File: config.mk
export PLATFORM = sky130hd
export DESIGN_NAME = csr_port_arbiter
export DESIGN_NICKNAME = d
export VERILOG_FILES = /design/src/rtl/csr_port_arbiter.sv
export SDC_FILE = /design/constraint.sdc
export NUM_CORES = 1
export LEC_CHECK = 0
export ABC_AREA = 1
export CORE_AREA = 4 4 158 160
export CTS_CLUSTER_SIZE = 16
export DETAILED_ROUTE_END_ITERATION = 12
export DIE_AREA = 0 0 162 164
export GPL_TIMING_DRIVEN = 0
export PLACE_DENSITY = 0.69
export SYNTH_ARGS = -nofsm -noshare
export SYNTH_HDL_FRONTEND = slang
export SYNTH_SLANG_ARGS = --single-unit
File: constraint.sdc
create_clock -name clk -period 2.1 [get_ports clk]
set_input_delay 0.42 -clock clk [delete_from_list [all_inputs] [get_ports clk]]
set_output_delay 0.42 -clock clk [all_outputs]
set_load 0.1 [all_outputs]
File: src/rtl/csr_port_arbiter.sv
// csr_port_arbiter: round-robin arbiter of loader/multiplier bursts onto value, column and row-pointer RAM ports
module csr_port_arbiter #(
  parameter int RD_LAT = 1,
  parameter int MAX_BURST = 64
) (
  input  logic        clk,
  input  logic        reset,
  input  logic        l_req,
  input  logic        m_req,
  input  logic        l_last,
  input  logic        m_last,
  input  logic        l_we,
  input  logic        m_we,
  input  logic [1:0]  l_sel,
  input  logic [1:0]  m_sel,
  input  logic [13:0] l_addr,
  input  logic [13:0] m_addr,
  input  logic [31:0] l_wdata,
  input  logic [31:0] m_wdata,
  output logic        l_gnt,
  output logic        m_gnt,
  output logic        l_rvalid,
  output logic        m_rvalid,
  output logic [31:0] l_rdata,
  output logic [31:0] m_rdata,
  output logic [13:0] val_addr,
  output logic [13:0] col_addr,
  output logic [9:0]  row_addr,
  output logic        val_we,
  output logic        col_we,
  output logic        row_we,
  output logic [31:0] val_din,
  output logic [31:0] col_din,
  output logic [31:0] row_din,
  input  logic [31:0] val_dout,
  input  logic [31:0] col_dout,
  input  logic [31:0] row_dout,
  output logic        busy,
  output logic        err
);
  typedef enum logic [1:0] {IDLE, GNT_L, GNT_M, TURN} state_t;
  state_t state, state_nx;
  logic rr_m, own_m, acc, legal, cmd, rel, a_we, a_last;
  logic [1:0] a_sel;
  logic [13:0] a_addr;
  logic [31:0] a_wdata, rd;
  logic [7:0] cnt;
  logic [RD_LAT:0] tv, tm;
  logic [RD_LAT:0][1:0] ts;
  always_comb begin
    own_m = state == GNT_M;
    acc = (state == GNT_L && l_req) || (own_m && m_req);
    a_last = own_m ? m_last : l_last;
    a_we = own_m ? m_we : l_we;
    a_sel = own_m ? m_sel : l_sel;
    a_addr = own_m ? m_addr : l_addr;
    a_wdata = own_m ? m_wdata : l_wdata;
    legal = a_sel != 2'd3 && !(a_sel == 2'd2 && |a_addr[13:10]);
    cmd = acc && legal;
    rel = acc && (a_last || cnt == 8'(MAX_BURST - 1));
    state_nx = state == IDLE ? (l_req && (rr_m || !m_req) ? GNT_L : m_req ? GNT_M : IDLE)
             : state == TURN ? IDLE : rel ? TURN : state;
    rd = ts[RD_LAT] == 2'd0 ? val_dout : ts[RD_LAT] == 2'd1 ? col_dout : row_dout;
  end
  always_ff @(posedge clk) begin
    if (reset) begin
      state <= IDLE;
      l_gnt <= 1'b0;
      m_gnt <= 1'b0;
      rr_m <= 1'b1;
      cnt <= '0;
      err <= 1'b0;
      tv <= '0;
      tm <= '0;
      ts <= '0;
      val_we <= 1'b0;
      col_we <= 1'b0;
      row_we <= 1'b0;
      val_addr <= '0;
      col_addr <= '0;
      row_addr <= '0;
      val_din <= '0;
      col_din <= '0;
      row_din <= '0;
    end else begin
      state <= state_nx;
      l_gnt <= state_nx == GNT_L;
      m_gnt <= state_nx == GNT_M;
      if (rel) rr_m <= own_m;
      cnt <= rel ? '0 : acc ? cnt + 8'd1 : cnt;
      err <= err | (acc && !legal);
      tv <= {tv[RD_LAT-1:0], cmd && !a_we};
      tm <= {tm[RD_LAT-1:0], own_m};
      ts <= {ts[RD_LAT-1:0], a_sel};
      val_we <= cmd && a_we && a_sel == 2'd0;
      col_we <= cmd && a_we && a_sel == 2'd1;
      row_we <= cmd && a_we && a_sel == 2'd2;
      if (cmd && a_sel == 2'd0) begin
        val_addr <= a_addr;
        val_din <= a_wdata;
      end
      if (cmd && a_sel == 2'd1) begin
        col_addr <= a_addr;
        col_din <= a_wdata;
      end
      if (cmd && a_sel == 2'd2) begin
        row_addr <= a_addr[9:0];
        row_din <= a_wdata;
      end
    end
  end
  assign l_rvalid = tv[RD_LAT] && !tm[RD_LAT];
  assign m_rvalid = tv[RD_LAT] && tm[RD_LAT];
  assign l_rdata = l_rvalid ? rd : '0;
  assign m_rdata = m_rvalid ? rd : '0;
  assign busy = state != IDLE || |tv;
endmodule

==> Flow_metrics.wiki <==
{| class="wikitable"
! Metric !! Value
|-
| Number of cells produced by synthesis || about 1200
|-
| Cell breakdown of the critical path || buf_8, nor2_4, buf_6, buf_8, buf_6, nand2_4, nand3_4, nand2_4, clkinvlp_4, buf_12
|-
| Cell area after placement || roughly 12000 um2
|-
| Placer's final routability congestion estimate || 0.885
|-
| Post-CTS Hold Fix Bufs || 0
|-
| FF/Latch Area || ~3200 um2
|-
| Mean routed wirelength per cell || ~21 um
|-
| Hold/Removal Path Class || register to register
|-
| Crit end category || output port
|-
| Utilization of the core after routing || 64.4%
|-
| Total of flip-flops plus latches after synthesis || around 160
|-
| Total wire length after detailed routing || approximately 42 mm
|-
| Largest net degree at the start of global routing || 17
|-
| Highest Clock Rate || 426 MHz
|-
| Starting Density || approximately 33%
|-
| Fraction of layout cells with a size suffix above 1 || between 20% and 30%
|-
| Number of standard-cell rows in the floorplan || 56
|-
| Worst-margin pin slew || between 1000 and 1500 ps
|-
| Commonest cells post-synth || sky130_fd_sc_hd__nand2_1, sky130_fd_sc_hd__inv_1, sky130_fd_sc_hd__dfxtp_1
|-
| Iter 0 DRT Violations || 670
|-
| Launching element type of the critical path || register
|-
| Fin crit period || around 2300 ps
|-
| Post-Syn Nets || about 1400
|-
| Number of setup violations in the final report || 63
|-
| First-pass GRT wire length || around 55 mm
|-
| CP Data Arrival Time || 1930 ps
|-
| Clock Sink Count || between 150 and 200
|-
| Dominant register cell in the synthesized netlist || sky130_fd_sc_hd__dfxtp_1
|-
| Worst Path Class, Setup || register to output port
|-
| Remaining Overflow, GRT || 0
|-
| Max cap viols || 0
|-
| Crit. Startpoint || ts[3]
|-
| Hold wc startpoint || ts[0]
|-
| Total of fill cells in the finished design || 1983
|-
| Power density cells || approximately 590 nW/um2
|-
| Max Transition Viols Final || 0
|-
| Deepest level of the CTS H-tree || 4
|-
| Post-Synthesis Mean Instance Area || ~6.4 um2
|-
| Nets || roughly 1900
|-
| Core Footprint || roughly 23000 um2
|-
| Vias after detailed routing || about 9800
|-
| Leakage component of the power || approximately 0.0066 uW
|-
| Routed via count divided by cell count || approximately 4.9
|-
| Multi-input logic area || about 4600 um2
|-
| Summed instance area of the synthesized netlist || a little under 8000 um2
|-
| Worst path slowest cell || sky130_fd_sc_hd__dfxtp_2
|-
| Die area || about 27000 um2
|-
| Critical R2R Launch || state[0]
|-
| Crit path setup slack, layout || -246 ps
|-
| Number of buffers added by the clock tree synthesis step || 17
|-
| Clock transition at the register clock pins on the worst setup and hold paths after CTS || roughly 60 ps
|-
| Yosys warning count || 0
|-
| Area growth syn-to-layout || 93.5%
|-
| Initial antenna violation count || 14
|-
| Count of flip-flops with a built-in enable after synthesis || 0
|-
| Peak VDD IR || 504 uV
|-
| Die Y || 164 um
|-
| Largest fanout on the critical path || 5
|-
| Half-perimeter wire length of the detailed placement result || 26.9 mm
|-
| IO Pins || slightly above 400
|-
| Run status || complete, but fails checks
|-
| Maximum clock path buffer count || 2
|-
| Top area cells in the synthesized netlist || sky130_fd_sc_hd__dfxtp_1, sky130_fd_sc_hd__nand2_1, sky130_fd_sc_hd__inv_1, sky130_fd_sc_hd__a21oi_1, sky130_fd_sc_hd__o21bai_1
|-
| Seq/Total Area, Yosys || 40.9%
|-
| Fraction of synthesized cell area taken by the top area cell type || 40.9%
|-
| Most repeated cell in the gate-level netlist after synthesis || sky130_fd_sc_hd__nand2_1
|-
| Clock Latency Late Sink || about 420 ps
|-
| Violated checks || negative setup slack
|-
| Ratio of final minimum period to clock period || 112%
|-
| CTS root buf || sky130_fd_sc_hd__clkbuf_16
|-
| Detailed Routing Iterations Pass 1 || 6
|-
| Die width || 162 um
|-
| Post-synth ARST share || 0%
|-
| Via count of the first global-routing pass || about 9400
|-
| Relative slew margins || 30.3%
|-
| Largest stage delay on the critical path || 350 ps
|-
| Worst Skew || 6.36 ps
|-
| Number of library cell types mapped by synthesis || 31
|-
| Antenna-violating nets left || 0
|-
| DRC violation count after routing || 0
|-
| Port Buffers || approximately 400
|-
| Worst endpoint required time || around 1700 ps
|-
| Summed area of non-filler cells in the final layout || 15100 um2
|-
| Setup repair after global routing missed its margin || true
|-
| Total global routing track utilization || a little over a quarter
|-
| TritonCTS clock tree || done
|-
| Final hold vios || 0
|-
| Cell type with the highest aggregate area in the netlist || sky130_fd_sc_hd__dfxtp_1
|}
[critical path, delay by kind of cell (launching register included)]
family	cells	cell delay, ps
buffers and inverters	6	790
and+or+nand+nor	4	350
DFF	1	350
[metrics by stage]
step	power (uW)	setup TNS, ps	setup WS (ps)	hold slack [ps]	std cells
6_report	8820	-10260	-246	396	2025
5_1_grt	9160	-13070	-293	433	2025
4_1_cts	8610	-6790	-191	395	2007
3_5_place_dp	5440	-84640	-1280	393	1947
3_3_place_gp	5430	-83580	-1290	395	1947
2_1_floorplan	4580	-1620	-135	388	1223
[cell type report]
| class | instances | area share, % |
|---|---|---|
| antenna | 14 | 0.232 |
| buffer | 67 | 3.39 |
| clock buffer | 18 | 2.85 |
| clock inverter | 14 | 0.896 |
| inverter | 184 | 5.70 |
| multi-input combinational | 813 | 30.4 |
| sequential | 159 | 21.1 |
| tap | 319 | 2.65 |
| timing repair buffer | 437 | 32.8 |
[worst paths after layout]
| check | to | slack (ps) | cells past startpoint |
|---|---|---|---|
| setup / recovery | m_rdata[25] | -250 | 10 |
| hold / removal | ts[2] | 400 | 2 |
| setup reg to reg | cnt[2] | 140 | 9 |
| hold reg to reg | ts[2] | 400 | 2 |
[routing by layer]
metal / vias to the layer above / wire length [um] / global-route usage [%] / part of all wire, %
met5: - / 0 / 0 / 0
met4: 0 / 2710 / 14.9 / 6.4
met3: 134 / 3580 / 7.48 / 8.4
met2: 516 / 21000 / 48.9 / 50
met1: 4557 / 15100 / 28.1 / 36
li1: 4615 / - / - / -
[cells in the final DEF (no fill, tap or decap), drive strengths merged]
cell type        n
xor2             1
nand3           34
clkdlybuf4s50  198
a21oi          102
clkinvlp        45
bufinv           1
dlygate4sd2     73
clkbuf          63
o21bai          42
nor3             6
dfxtp          159
o221ai           6
buf            134
a31oi            1
ha               1
o21ai           11
or2              2
xnor2            1
clkdlybuf4s15   54
nand4            5
nand2          524
mux2i            1
inv            145
clkinv           7
nand3b           2
nor2            74
diode           14
[where the power goes]
part,total [uW],internal [uW],leakage [uW],switching [uW]
Sequential,3160,3110,0.00129,50.6
Clock,2980,1650,0.000272,1330
Combinational,2680,916,0.00509,1760
[what timing repair did]
| action | 4_1_cts | 5_1_grt |
|---|---|---|
| pin swaps | 27 | 37 |
| gates cloned | 5 | 0 |
| setup endpoints to repair | 218 | 141 |
| gates resized for setup | 935 | 210 |
| setup buffers | 23 | 7 |
[registers in the layout (all words and copies together) (netlist names)]
name,count
cnt,8
col_addr,14
col_din,32
col_we,1
err,1
l_gnt,1
m_gnt,1
row_addr,10
row_din,32
row_we,1
rr_m,1
state,2
tm,2
ts,4
tv,2
val_addr,14
val_din,32
val_we,1
[cells by family after synthesis]
family	Yosys count	share of synthesized area [%]
compound gates	162	12.3
xor+xnor	2	0.225
fa+ha+maj	1	0.161
buf+inv	251	13.7
flops	159	40.9
mux	1	0.128
simple gates	647	32.7
Note: power is estimated with default switching activity, not from simulation.
